$ cat config.mk
export PLATFORM = sky130hd
export DESIGN_NAME = addr_split_queue_flat
export DESIGN_NICKNAME = d
export VERILOG_FILES = /design/src/rtl/addr_split_if.sv /design/src/rtl/addr_split_queue.sv /design/src/flat_wrapper.sv
export SDC_FILE = /design/constraint.sdc
export NUM_CORES = 1
export LEC_CHECK = 0
export ABC_AREA = 1
export CORE_UTILIZATION = 55
export DETAILED_ROUTE_END_ITERATION = 12
export GPL_TIMING_DRIVEN = 0
export PLACE_DENSITY = 0.78
export SETUP_SLACK_MARGIN = 0.1
export SYNTH_ARGS = -nofsm -noshare
export SYNTH_HDL_FRONTEND = slang
export SYNTH_SLANG_ARGS = --single-unit
$ cat constraint.sdc
create_clock -name clk -period 4.6 [get_ports clk]
set_clock_uncertainty 0.1 [all_clocks]
set_input_delay 1.15 -clock clk [delete_from_list [all_inputs] [get_ports clk]]
set_output_delay 1.15 -clock clk [all_outputs]
set_load 0.005 [all_outputs]
$ cat src/rtl/addr_split_if.sv
// Trace-record ingress and split-beat egress bundle for addr_split_queue.
// slave is the queue's view; master is the trace-reader / cache-controller side.
interface addr_split_if #(
  parameter int ADDR_W     = 32,
  parameter int BYTE_SEL_W = 6,
  parameter int INDEX_W    = 14,
  parameter int CMD_W      = 4
);
  localparam int TAG_W = ADDR_W - INDEX_W - BYTE_SEL_W;

  logic                  in_valid;
  logic                  in_ready;
  logic [ADDR_W-1:0]     in_addr;
  logic [CMD_W-1:0]      in_cmd;
  logic [BYTE_SEL_W-1:0] in_len;

  logic                  out_valid;
  logic                  out_ready;
  logic [ADDR_W-1:0]     out_addr;
  logic [TAG_W-1:0]      out_tag;
  logic [INDEX_W-1:0]    out_index;
  logic [BYTE_SEL_W-1:0] out_byte_sel;
  logic [CMD_W-1:0]      out_cmd;
  logic                  out_last;

  modport master (
    output in_valid, in_addr, in_cmd, in_len, out_ready,
    input  in_ready, out_valid, out_addr, out_tag, out_index, out_byte_sel, out_cmd, out_last
  );

  modport slave (
    input  in_valid, in_addr, in_cmd, in_len, out_ready,
    output in_ready, out_valid, out_addr, out_tag, out_index, out_byte_sel, out_cmd, out_last
  );
endinterface

$ cat src/rtl/addr_split_queue.sv
// Queued trace-record address splitter: DEPTH-entry FIFO feeding a registered beat output.
// Define ADDR_SPLIT_CROSS_EN to split line-crossing accesses into two beats.
//
// state    | meaning
// S_FIRST  | next load is the head's first (or only) beat
// S_SECOND | beat 1 of a crossing head is out; next load is its line-aligned beat 2
module addr_split_queue #(
  parameter int ADDR_W     = 32,
  parameter int BYTE_SEL_W = 6,
  parameter int INDEX_W    = 14,
  parameter int DEPTH      = 4,
  parameter int CMD_W      = 4
) (
  input  logic                       clk,
  input  logic                       rst_n,
  addr_split_if.slave                bus,
  output logic [$clog2(DEPTH+1)-1:0] count
);
  localparam int TAG_W  = ADDR_W - INDEX_W - BYTE_SEL_W;
  localparam int CNT_W  = $clog2(DEPTH + 1);
  localparam int PTR_W  = $clog2(DEPTH);
  localparam int LINE_W = ADDR_W - BYTE_SEL_W;

  logic [ADDR_W-1:0] mem_addr [DEPTH];
  logic [CMD_W-1:0]  mem_cmd  [DEPTH];
  logic [PTR_W-1:0]  wr_ptr, rd_ptr;
  logic [CNT_W-1:0]  count_q;

  logic [ADDR_W-1:0] out_addr_q;
  logic [CMD_W-1:0]  out_cmd_q;
  logic              out_valid_q, out_last_q;

  logic push, pop, load;
  logic [ADDR_W-1:0] head_addr;
  logic [CMD_W-1:0]  head_cmd;

  assign bus.in_ready = (count_q != CNT_W'(DEPTH));
  assign push         = bus.in_valid && bus.in_ready;
  assign load         = (!out_valid_q || bus.out_ready) && (count_q != '0);
  assign head_addr    = mem_addr[rd_ptr];
  assign head_cmd     = mem_cmd[rd_ptr];

`ifdef ADDR_SPLIT_CROSS_EN
  typedef enum logic {S_FIRST, S_SECOND} state_t;
  state_t state;

  logic [BYTE_SEL_W-1:0] mem_len [DEPTH];
  logic [BYTE_SEL_W-1:0] head_len;
  logic [BYTE_SEL_W:0]   end_sum;
  logic [LINE_W-1:0]     next_line;
  logic                  cross;

  assign head_len  = mem_len[rd_ptr];
  assign end_sum   = {1'b0, head_addr[BYTE_SEL_W-1:0]} + {1'b0, head_len};
  assign cross     = end_sum[BYTE_SEL_W];
  // Line number increment wraps past the top of the address space silently.
  assign next_line = head_addr[ADDR_W-1:BYTE_SEL_W] + LINE_W'(1);
  assign pop       = load && (state == S_SECOND || !cross);

  always_ff @(posedge clk) begin
    if (push) mem_len[wr_ptr] <= bus.in_len;
  end
`else
  logic unused_len;
  assign unused_len = ^bus.in_len;
  assign pop        = load;
`endif

  always_ff @(posedge clk) begin
    if (push) begin
      mem_addr[wr_ptr] <= bus.in_addr;
      mem_cmd[wr_ptr]  <= bus.in_cmd;
    end
  end

  always_ff @(posedge clk or negedge rst_n) begin
    if (!rst_n) begin
      wr_ptr  <= '0;
      rd_ptr  <= '0;
      count_q <= '0;
    end else begin
      if (push) wr_ptr <= wr_ptr + PTR_W'(1);
      if (pop)  rd_ptr <= rd_ptr + PTR_W'(1);
      if (push && !pop)      count_q <= count_q + CNT_W'(1);
      else if (pop && !push) count_q <= count_q - CNT_W'(1);
    end
  end

  always_ff @(posedge clk or negedge rst_n) begin
    if (!rst_n) begin
      out_valid_q <= 1'b0;
      out_addr_q  <= '0;
      out_cmd_q   <= '0;
      out_last_q  <= 1'b0;
`ifdef ADDR_SPLIT_CROSS_EN
      state       <= S_FIRST;
`endif
    end else if (load) begin
      out_valid_q <= 1'b1;
      out_cmd_q   <= head_cmd;
`ifdef ADDR_SPLIT_CROSS_EN
      if (state == S_SECOND) begin
        out_addr_q <= {next_line, {BYTE_SEL_W{1'b0}}};
        out_last_q <= 1'b1;
        state      <= S_FIRST;
      end else if (cross) begin
        out_addr_q <= head_addr;
        out_last_q <= 1'b0;
        state      <= S_SECOND;
      end else begin
        out_addr_q <= head_addr;
        out_last_q <= 1'b1;
      end
`else
      out_addr_q  <= head_addr;
      out_last_q  <= 1'b1;
`endif
    end else if (bus.out_ready) begin
      out_valid_q <= 1'b0;
    end
  end

  assign bus.out_valid    = out_valid_q;
  assign bus.out_addr     = out_addr_q;
  assign bus.out_tag      = out_addr_q[ADDR_W-1 -: TAG_W];
  assign bus.out_index    = out_addr_q[BYTE_SEL_W +: INDEX_W];
  assign bus.out_byte_sel = out_addr_q[BYTE_SEL_W-1:0];
  assign bus.out_cmd      = out_cmd_q;
  assign bus.out_last     = out_last_q;
  assign count            = count_q;
endmodule

$ cat src/flat_wrapper.sv
// flat-port wrapper written by rule: the top's interface ports become plain ports
module addr_split_queue_flat 
#(
  parameter int ADDR_W     = 32,
  parameter int BYTE_SEL_W = 6,
  parameter int INDEX_W    = 14,
  parameter int DEPTH      = 4,
  parameter int CMD_W      = 4
)
  (clk, rst_n, count, bus_in_valid, bus_in_addr, bus_in_cmd, bus_in_len, bus_out_ready, bus_in_ready, bus_out_valid, bus_out_addr, bus_out_tag, bus_out_index, bus_out_byte_sel, bus_out_cmd, bus_out_last);
  addr_split_if #(.ADDR_W(ADDR_W), .BYTE_SEL_W(BYTE_SEL_W), .INDEX_W(INDEX_W), .CMD_W(CMD_W)) bus_i ();
  input  logic clk;
  input  logic rst_n;
  output logic [$clog2(DEPTH+1)-1:0] count;
  input wire logic [$bits(bus_i.in_valid)-1:0] bus_in_valid;
  input wire logic [$bits(bus_i.in_addr)-1:0] bus_in_addr;
  input wire logic [$bits(bus_i.in_cmd)-1:0] bus_in_cmd;
  input wire logic [$bits(bus_i.in_len)-1:0] bus_in_len;
  input wire logic [$bits(bus_i.out_ready)-1:0] bus_out_ready;
  output wire logic [$bits(bus_i.in_ready)-1:0] bus_in_ready;
  output wire logic [$bits(bus_i.out_valid)-1:0] bus_out_valid;
  output wire logic [$bits(bus_i.out_addr)-1:0] bus_out_addr;
  output wire logic [$bits(bus_i.out_tag)-1:0] bus_out_tag;
  output wire logic [$bits(bus_i.out_index)-1:0] bus_out_index;
  output wire logic [$bits(bus_i.out_byte_sel)-1:0] bus_out_byte_sel;
  output wire logic [$bits(bus_i.out_cmd)-1:0] bus_out_cmd;
  output wire logic [$bits(bus_i.out_last)-1:0] bus_out_last;
  assign bus_i.in_valid = bus_in_valid;
  assign bus_i.in_addr = bus_in_addr;
  assign bus_i.in_cmd = bus_in_cmd;
  assign bus_i.in_len = bus_in_len;
  assign bus_i.out_ready = bus_out_ready;
  assign bus_in_ready = bus_i.in_ready;
  assign bus_out_valid = bus_i.out_valid;
  assign bus_out_addr = bus_i.out_addr;
  assign bus_out_tag = bus_i.out_tag;
  assign bus_out_index = bus_i.out_index;
  assign bus_out_byte_sel = bus_i.out_byte_sel;
  assign bus_out_cmd = bus_i.out_cmd;
  assign bus_out_last = bus_i.out_last;
  addr_split_queue #(.ADDR_W(ADDR_W), .BYTE_SEL_W(BYTE_SEL_W), .INDEX_W(INDEX_W), .DEPTH(DEPTH), .CMD_W(CMD_W)) u_core (.clk(clk), .rst_n(rst_n), .bus(bus_i), .count(count));
endmodule
==> out/metrics.yaml, run 1 <==
power:
  leakagePower_nw: 4.80
  powerDensity_mw_per_mm2: 666
  ir_drop_uv: 405
  total_power_mw: 6.85
flow_run:
  cap_viol_max_count: 0
global_routing:
  grt-ovfl-total: 0
  grt_pass1_vias: 5296
  grt_pass1_wl_um: 26400
  grt_util_all_layers_pct: 23.7
  antenna_found_initial: 0
  grt_max_degree: 28
route:
  drc: 0
  vias: 5505
  highest_layer: "met4"
  first_pass_iters: 5
  totalWireLength_um: 16800
  wl_met2_um: 8570
  wire_per_inst_um: 14.8
  viasPerCell: 4.84
  wl_met1_um: 6860
  drtIter0Drc: 466
  wl_met3_um: 1130
  ant_nets: 0
clock_network:
  cts_buffer_depth: 2
  clkLatencyLatePin_ps: 440
  h-tree-depth: 4
  cts_tree: "done"
  cts_resized: 0
  root_buffer: "clkbuf_16"
  numCtsBuffers: 17
  clock_sinks: 189
  post_cts_buffers: 0
  clkTransAtPathRegs_ps: 60
  cts_hold_buf: 0
placement:
  io_buffers: 113
  place_congestion: 0.757
  dpl_worst_slack_ps: 1390
  place_hpwl_um: 10700
finish:
  nets: 992
  final_util_pct: 70.7
  areaGrowthSynthToFinish_pct: 25.4
  n_antenna_cell: 0
  drive_gt1_share_pct: 11.1
floorplan:
  fp.dieH_um: 124
  initial_utilization_pct: 56.4
  core_mm2: 0.0145
  die_w_um: 124
  dieArea_mm2: 0.0154
  fp-row-count: 44
  ioPinCount: 120
setup_path:
  reg2reg_from: "u_core.count[0]$_DFFE_PN0P_"
  r2r_cells: 9
  r2r_end: "u_core.count[1]$_DFFE_PN0P_"
  start_kind: "register"
  path_class: "reg2out"
  cp-end-kind: "primary output"
  ff2ff_setup_slack_ps: 2310
  cp.arrival_ps: 1570
  cp.required_ps: 3350
  worst-path-max-fanout: 4
yosys:
  ys.flop_type: "edfxtp_1"
  synth_cell_type_count: 20
  async_flop_share_pct: 23.8
  ys_seq_area_share_pct: 66.5
  syn-num-nets: 855
  synth_common_cells: "nand2_1, inv_1, edfxtp_1"
  ys_ff_latch: 189
  ys_warn_count: 0
  synth.most_common_cell: "nand2_1"
  synthDominantCellAreaShare_pct: 52.8
  avgSynthCellArea_um2: 10.2
  synth-edff-count: 144
  synth_top_cell_by_area: "edfxtp_1"
  yosys-top-cells-area: "edfxtp_1, nand2_1, dfrtp_1, inv_1, nand3_1"
  netlist_area_mm2: 0.00820
  synthCells: 803
sta:
  worst_slack_ps: 1780
  fin_crit_ps: 2820
  period_share_pct: 61.3
  setup_viol: 0
  worst_pin_slew_ps: 658
  hold_violations: 0
  rsz0062_at_grt: "false"
  slew_viol_final: 0
  whs_ps: 379
  slew_headroom_pct: 56.0
  fmax_mhz: 355
worst_hold_path:
  holdPathStages: 1
  worstHoldStart: "u_core.bus.out_last$_DFFE_PN0P_"
  hold_class: "reg2reg"
  holdPathEnd: "u_core.bus.out_last$_DFFE_PN0P_"
outcome:
  status: "complete, no violations"
[critical path, cell delays in order (launching register included)]
cell	delay, ps
dfrtp_1	450
nor2_2	160
nand2_1	80
clkdlybuf4s50_1	450
[power by group]
part / total (mW) / leakage [nW] / internal, mW / switching [mW]
clock: 1.47 / 0.283 / 0.863 / 0.608
combinational: 2.85 / 2.65 / 1.35 / 1.49
sequential: 2.53 / 1.86 / 2.33 / 0.204
[cell type report]
| class | instances | area, µm² |
|---|---|---|
| tap | 184 | 230 |
| fill | 1043 | 4260 |
| sequential | 189 | 5450 |
| clock buffer | 20 | 447 |
| clock inverter | 12 | 145 |
| timing repair buffer | 118 | 1230 |
| inverter | 159 | 599 |
| buffer | 61 | 475 |
| multi-input combinational | 394 | 1700 |
[layer usage]
metal | GRT usage (%) | vias up
li1 | - | 2714
met1 | 29.6 | 2575
met2 | 40.1 | 190
met3 | 4.95 | 26
met4 | 9.52 | 0
met5 | 0 | -
[logic make-up after synthesis]
kind of cell,count (synthesis),share of synthesized area (%)
xor gates and xnor gates,5,0.534
buffers and inverters,220,13.1
AOI/OAI and AO/OA,1,0.0610
DFF,189,66.5
adders and majority gates,6,1.01
and+or+nand+nor,382,18.8
[metrics by stage]
step	setup TNS, ps	area, µm²	cells
after floorplan	0	8200	803
after global placement	-66780	9560	1100
after detailed placement	0	9680	1105
after CTS	0	10300	1137
after global routing	0	10300	1137
final	0	10300	1137
[flip-flops by register name (all words and copies together) (netlist names)]
| name | cells |
|---|---|
| u_core.mem_addr | 128 |
| u_core.bus.out_cmd | 4 |
| u_core.bus.out_valid | 1 |
| u_core.mem_cmd | 16 |
| u_core.count | 3 |
| u_core.wr_ptr | 2 |
| u_core.bus.out_addr | 32 |
| u_core.bus.out_last | 1 |
| u_core.rd_ptr | 2 |
[placed cells by master (no fill, tap or decap)]
master,Yosys,final
bufinv_16,0,3
ha_1,5,5
nand2_1,301,301
buf_2,11,12
clkinvlp_4,0,3
or2_1,1,1
nand3_1,73,73
xor2_1,3,3
nand2_2,1,1
buf_12,0,5
o21ai_1,1,1
buf_4,38,38
clkinv_1,0,1
clkinv_4,0,1
nand2_4,1,1
nor2_2,1,1
dfrtp_1,45,45
clkbuf_1,0,2
clkbuf_8,0,1
xnor2_1,2,2
clkdlybuf4s50_1,0,112
clkbuf_16,0,17
inv_1,156,156
inv_4,1,1
buf_6,12,12
nor2_4,0,4
fa_1,1,1
clkinv_2,0,4
edfxtp_1,144,144
inv_2,2,2
[how the worst max path moves through the flow]
stage	start	endpoint	depth (start not counted)
6_report	u_core.count[0]$_DFFE_PN0P_	bus_in_ready	3
3_3_place_gp	bus_in_valid	u_core.mem_addr[0][19]$_DFFE_PP_	3
3_5_place_dp	bus_in_valid	u_core.count[2]$_DFFE_PN0P_	9
2_1_floorplan	bus_in_valid	u_core.mem_addr[0][0]$_DFFE_PP_	2
5_1_grt	bus_in_valid	u_core.count[2]$_DFFE_PN0P_	10
4_1_cts	u_core.count[0]$_DFFE_PN0P_	bus_in_ready	3
(Power assumes the default switching activity.)
==> run 2: changes to the inputs <==
CORE_UTILIZATION = 49   (was 55)
PLACE_DENSITY = 0.73   (was 0.78)
clock period = 2.55 ns   (was 4.6 ns; I/O delays follow)
==> run 2 against run 1 <==
Effect of this change:
- sequential share of layout area is 0.43 points lower
- first-iteration DRC count is 24% lower
- clock power is 88% higher
- non-clock buffer count stayed put
- setup slack worse by 1600 ps
- cell count is 2.8% higher
- critical path depth stayed put
- hold slack worse by 330 ps
- die area is 12% higher
- register-to-register slack worse by 1900 ps
- sequential power is 80% higher
- combinational power is 80% higher
==> out/metrics.yaml, run 2 (synthesis gave the netlist of run 1 again) <==
clock_network:
  clkLatencyLatePin_ps: 430  # about the same
  clkTransAtPathRegs_ps: 70  # about the same
  clock_sinks: 189  # unchanged
  numCtsBuffers: 17  # unchanged
  post_cts_buffers: 0  # unchanged
  cts_resized: 0  # unchanged
  cts_buffer_depth: 2  # unchanged
  h-tree-depth: 4  # unchanged
  cts_tree: "done"
  cts_hold_buf: 0  # unchanged
  root_buffer: "clkbuf_16"
sta:
  period_share_pct: 91.0
  worst_slack_ps: 229  # -1550 ps
  worst_pin_slew_ps: 729  # +71.3 ps
  slew_headroom_pct: 51.3  # -4.8 points
  hold_violations: 0  # unchanged
  fmax_mhz: 431
  slew_viol_final: 0  # unchanged
  fin_crit_ps: 2320
  tns_ps: 0  # unchanged
  setup_viol: 0  # unchanged
  rsz0062_at_grt: "false"
setup_path:
  cpMaxStageDelayCell: "clkdlybuf4s50_1"
  cp.required_ps: 1810  # -1540 ps
  critPathLaunch: "u_core.count[0]$_DFFE_PN0P_"
  slowest_delay_ps: 460  # about the same
  reg2reg_from: "u_core.count[0]$_DFFE_PN0P_"
  cp.arrival_ps: 1580  # about the same
  start_kind: "register"
  path_class: "reg2out"
  worst-path-max-fanout: 4  # unchanged
  r2r_cells: 11  # +2
  cp-end-kind: "primary output"
  path_cells: "nor2_2 -> nand2_1 -> clkdlybuf4s50_1"
power:
  leakagePower_nw: 4.81  # +0.35%
  powerDensity_mw_per_mm2: 1200  # +80%
  ir_drop_uv: 589  # +45%
global_routing:
  grt_util_all_layers_pct: 20.1  # -3.5 points
  grt_pass1_wl_um: 26200  # -1.0%
  antenna_found_initial: 0  # unchanged
  grt-ovfl-total: 0  # unchanged
  grt_pass1_vias: 5206  # -1.7%
  grt_max_degree: 31  # +11%
route:
  viasPerCell: 4.66  # -3.7%
  vias: 5448  # -1.0%
  drtIter0Drc: 356  # -24%
  ant_nets: 0  # unchanged
  totalWireLength_um: 16600  # -1.5%
  wire_per_inst_um: 14.2  # -4.2%
  drc: 0  # unchanged
  first_pass_iters: 5  # unchanged
worst_hold_path:
  hold_class: "in2async"
placement:
  io_buffers: 113  # unchanged
  place_hpwl_um: 10500  # -2.3%
  place_congestion: 0.744  # -1.7%
  place_inst: 1137  # +2.9%
  dpl_worst_slack_ps: -168  # -1550 ps
finish:
  areaGrowthSynthToFinish_pct: 26.4
  fin_cells: 1169  # +2.8%
  largest_reg_flops: 128  # unchanged
  nets: 992  # unchanged
  final-seq-area_mm2: 0.00545  # unchanged
  n_antenna_cell: 0  # unchanged
  final_cell_mix: "nand2_1, inv_1, edfxtp_1, clkdlybuf4s50_1, nand3_1"
  multi_input_area_mm2: 0.00170  # +0.15%
  drive_gt1_share_pct: 11.2  # +0.10 points
  fill_cells: 1230  # +18%
  top_register: "u_core.mem_addr"
  final_common_cell: "nand2_1"
floorplan:
  die_w_um: 131  # +5.9%
  dieArea_mm2: 0.0172  # +12%
  fp-row-count: 46  # +4.5%
  initial_utilization_pct: 50.9  # -5.5 points
  core_mm2: 0.0161  # +11%
  ioPinCount: 120  # unchanged
  fp.dieH_um: 131  # +5.9%
flow_run:
  cap_viol_max_count: 0  # unchanged
outcome:
  status: "complete, no violations"
-- run 2: changes by cell type in the layout (fill, tap and decap cells not counted) --
| cell | change |
|---|---|
| bufinv_16 | +1 |
| nand2_1 | -1 |
| nand2_2 | +1 |
| clkinv_4 | -1 |
| clkbuf_1 | +1 |
| clkinv_1 | -1 |
| clkinv_2 | -2 |
| buf_16 | +1 |
| inv_6 | +1 |
| buf_12 | -1 |
| clkbuf_8 | +1 |
-- run 2: worst paths after layout --
| kind | slack [ps] | end |
|---|---|---|
| hold / removal | 50 | u_core.bus.out_addr[27]$_DFFE_PN0P_ |
| max in group asynchronous | 1780 | u_core.wr_ptr[1]$_DFFE_PN0P_ |
| min in group clk | 370 | u_core.bus.out_last$_DFFE_PN0P_ |
| setup / recovery | 230 | bus_in_ready |
| hold reg to reg | 370 | u_core.bus.out_last$_DFFE_PN0P_ |
| setup reg to reg | 420 | u_core.count[2]$_DFFE_PN0P_ |
-- run 2: layout make-up --
cell class	count	share of cell area, %
plain buffers	61	4.59
clock buffers	22	4.48
clock inverters	10	1.56
inverters	159	5.79
multi-input cells	394	16.5
flip-flops and latches	189	52.6
well taps	216	2.61
repair buffers	118	11.9
-- run 2: through the flow --
stage / util [%] / area, µm² / hold WS, ps / power (mW)
after floorplan: - / 8200 / 242 / 7.49
after global placement: 59.6 / 9600 / 349 / 9.54
after detailed placement: 60.4 / 9730 / 355 / 9.74
after CTS: 64.3 / 10400 / 49.2 / 12.5
after global routing: 64.3 / 10400 / 66.9 / 13.2
final: 64.3 / 10400 / 50.3 / 12.5
-- run 2: power breakdown --
part           switching, mW  internal, mW  total [mW]
Clock                   1.08          1.69        2.77
Combinational           2.68          2.45        5.13
Sequential             0.355          4.20        4.55
Total                   4.11          8.34        12.5
-- run 2: metal layers --
| metal | up-vias | share of wire (%) | global-route usage (%) |
|---|---|---|---|
| met4 | 0 | 1.4 | 8.20 |
| met3 | 18 | 4.7 | 3.74 |
| li1 | 2706 | - | - |
| met1 | 2568 | 43 | 24.6 |
| met2 | 156 | 51 | 35.1 |
| met5 | - | 0 | 0 |
-- run 2: critical path: cells and delay by family, from the launching register on --
kind          cells  cell delay, ps
buf+inv           1             460
flops             1             450
simple gates      2             250
==> run 3: changes to the inputs <==
TNS_END_PERCENT = 1   (was not set)
==> results of run 3 <==
Same layout as run 2: the final DEF is identical, and so are final timing and power.
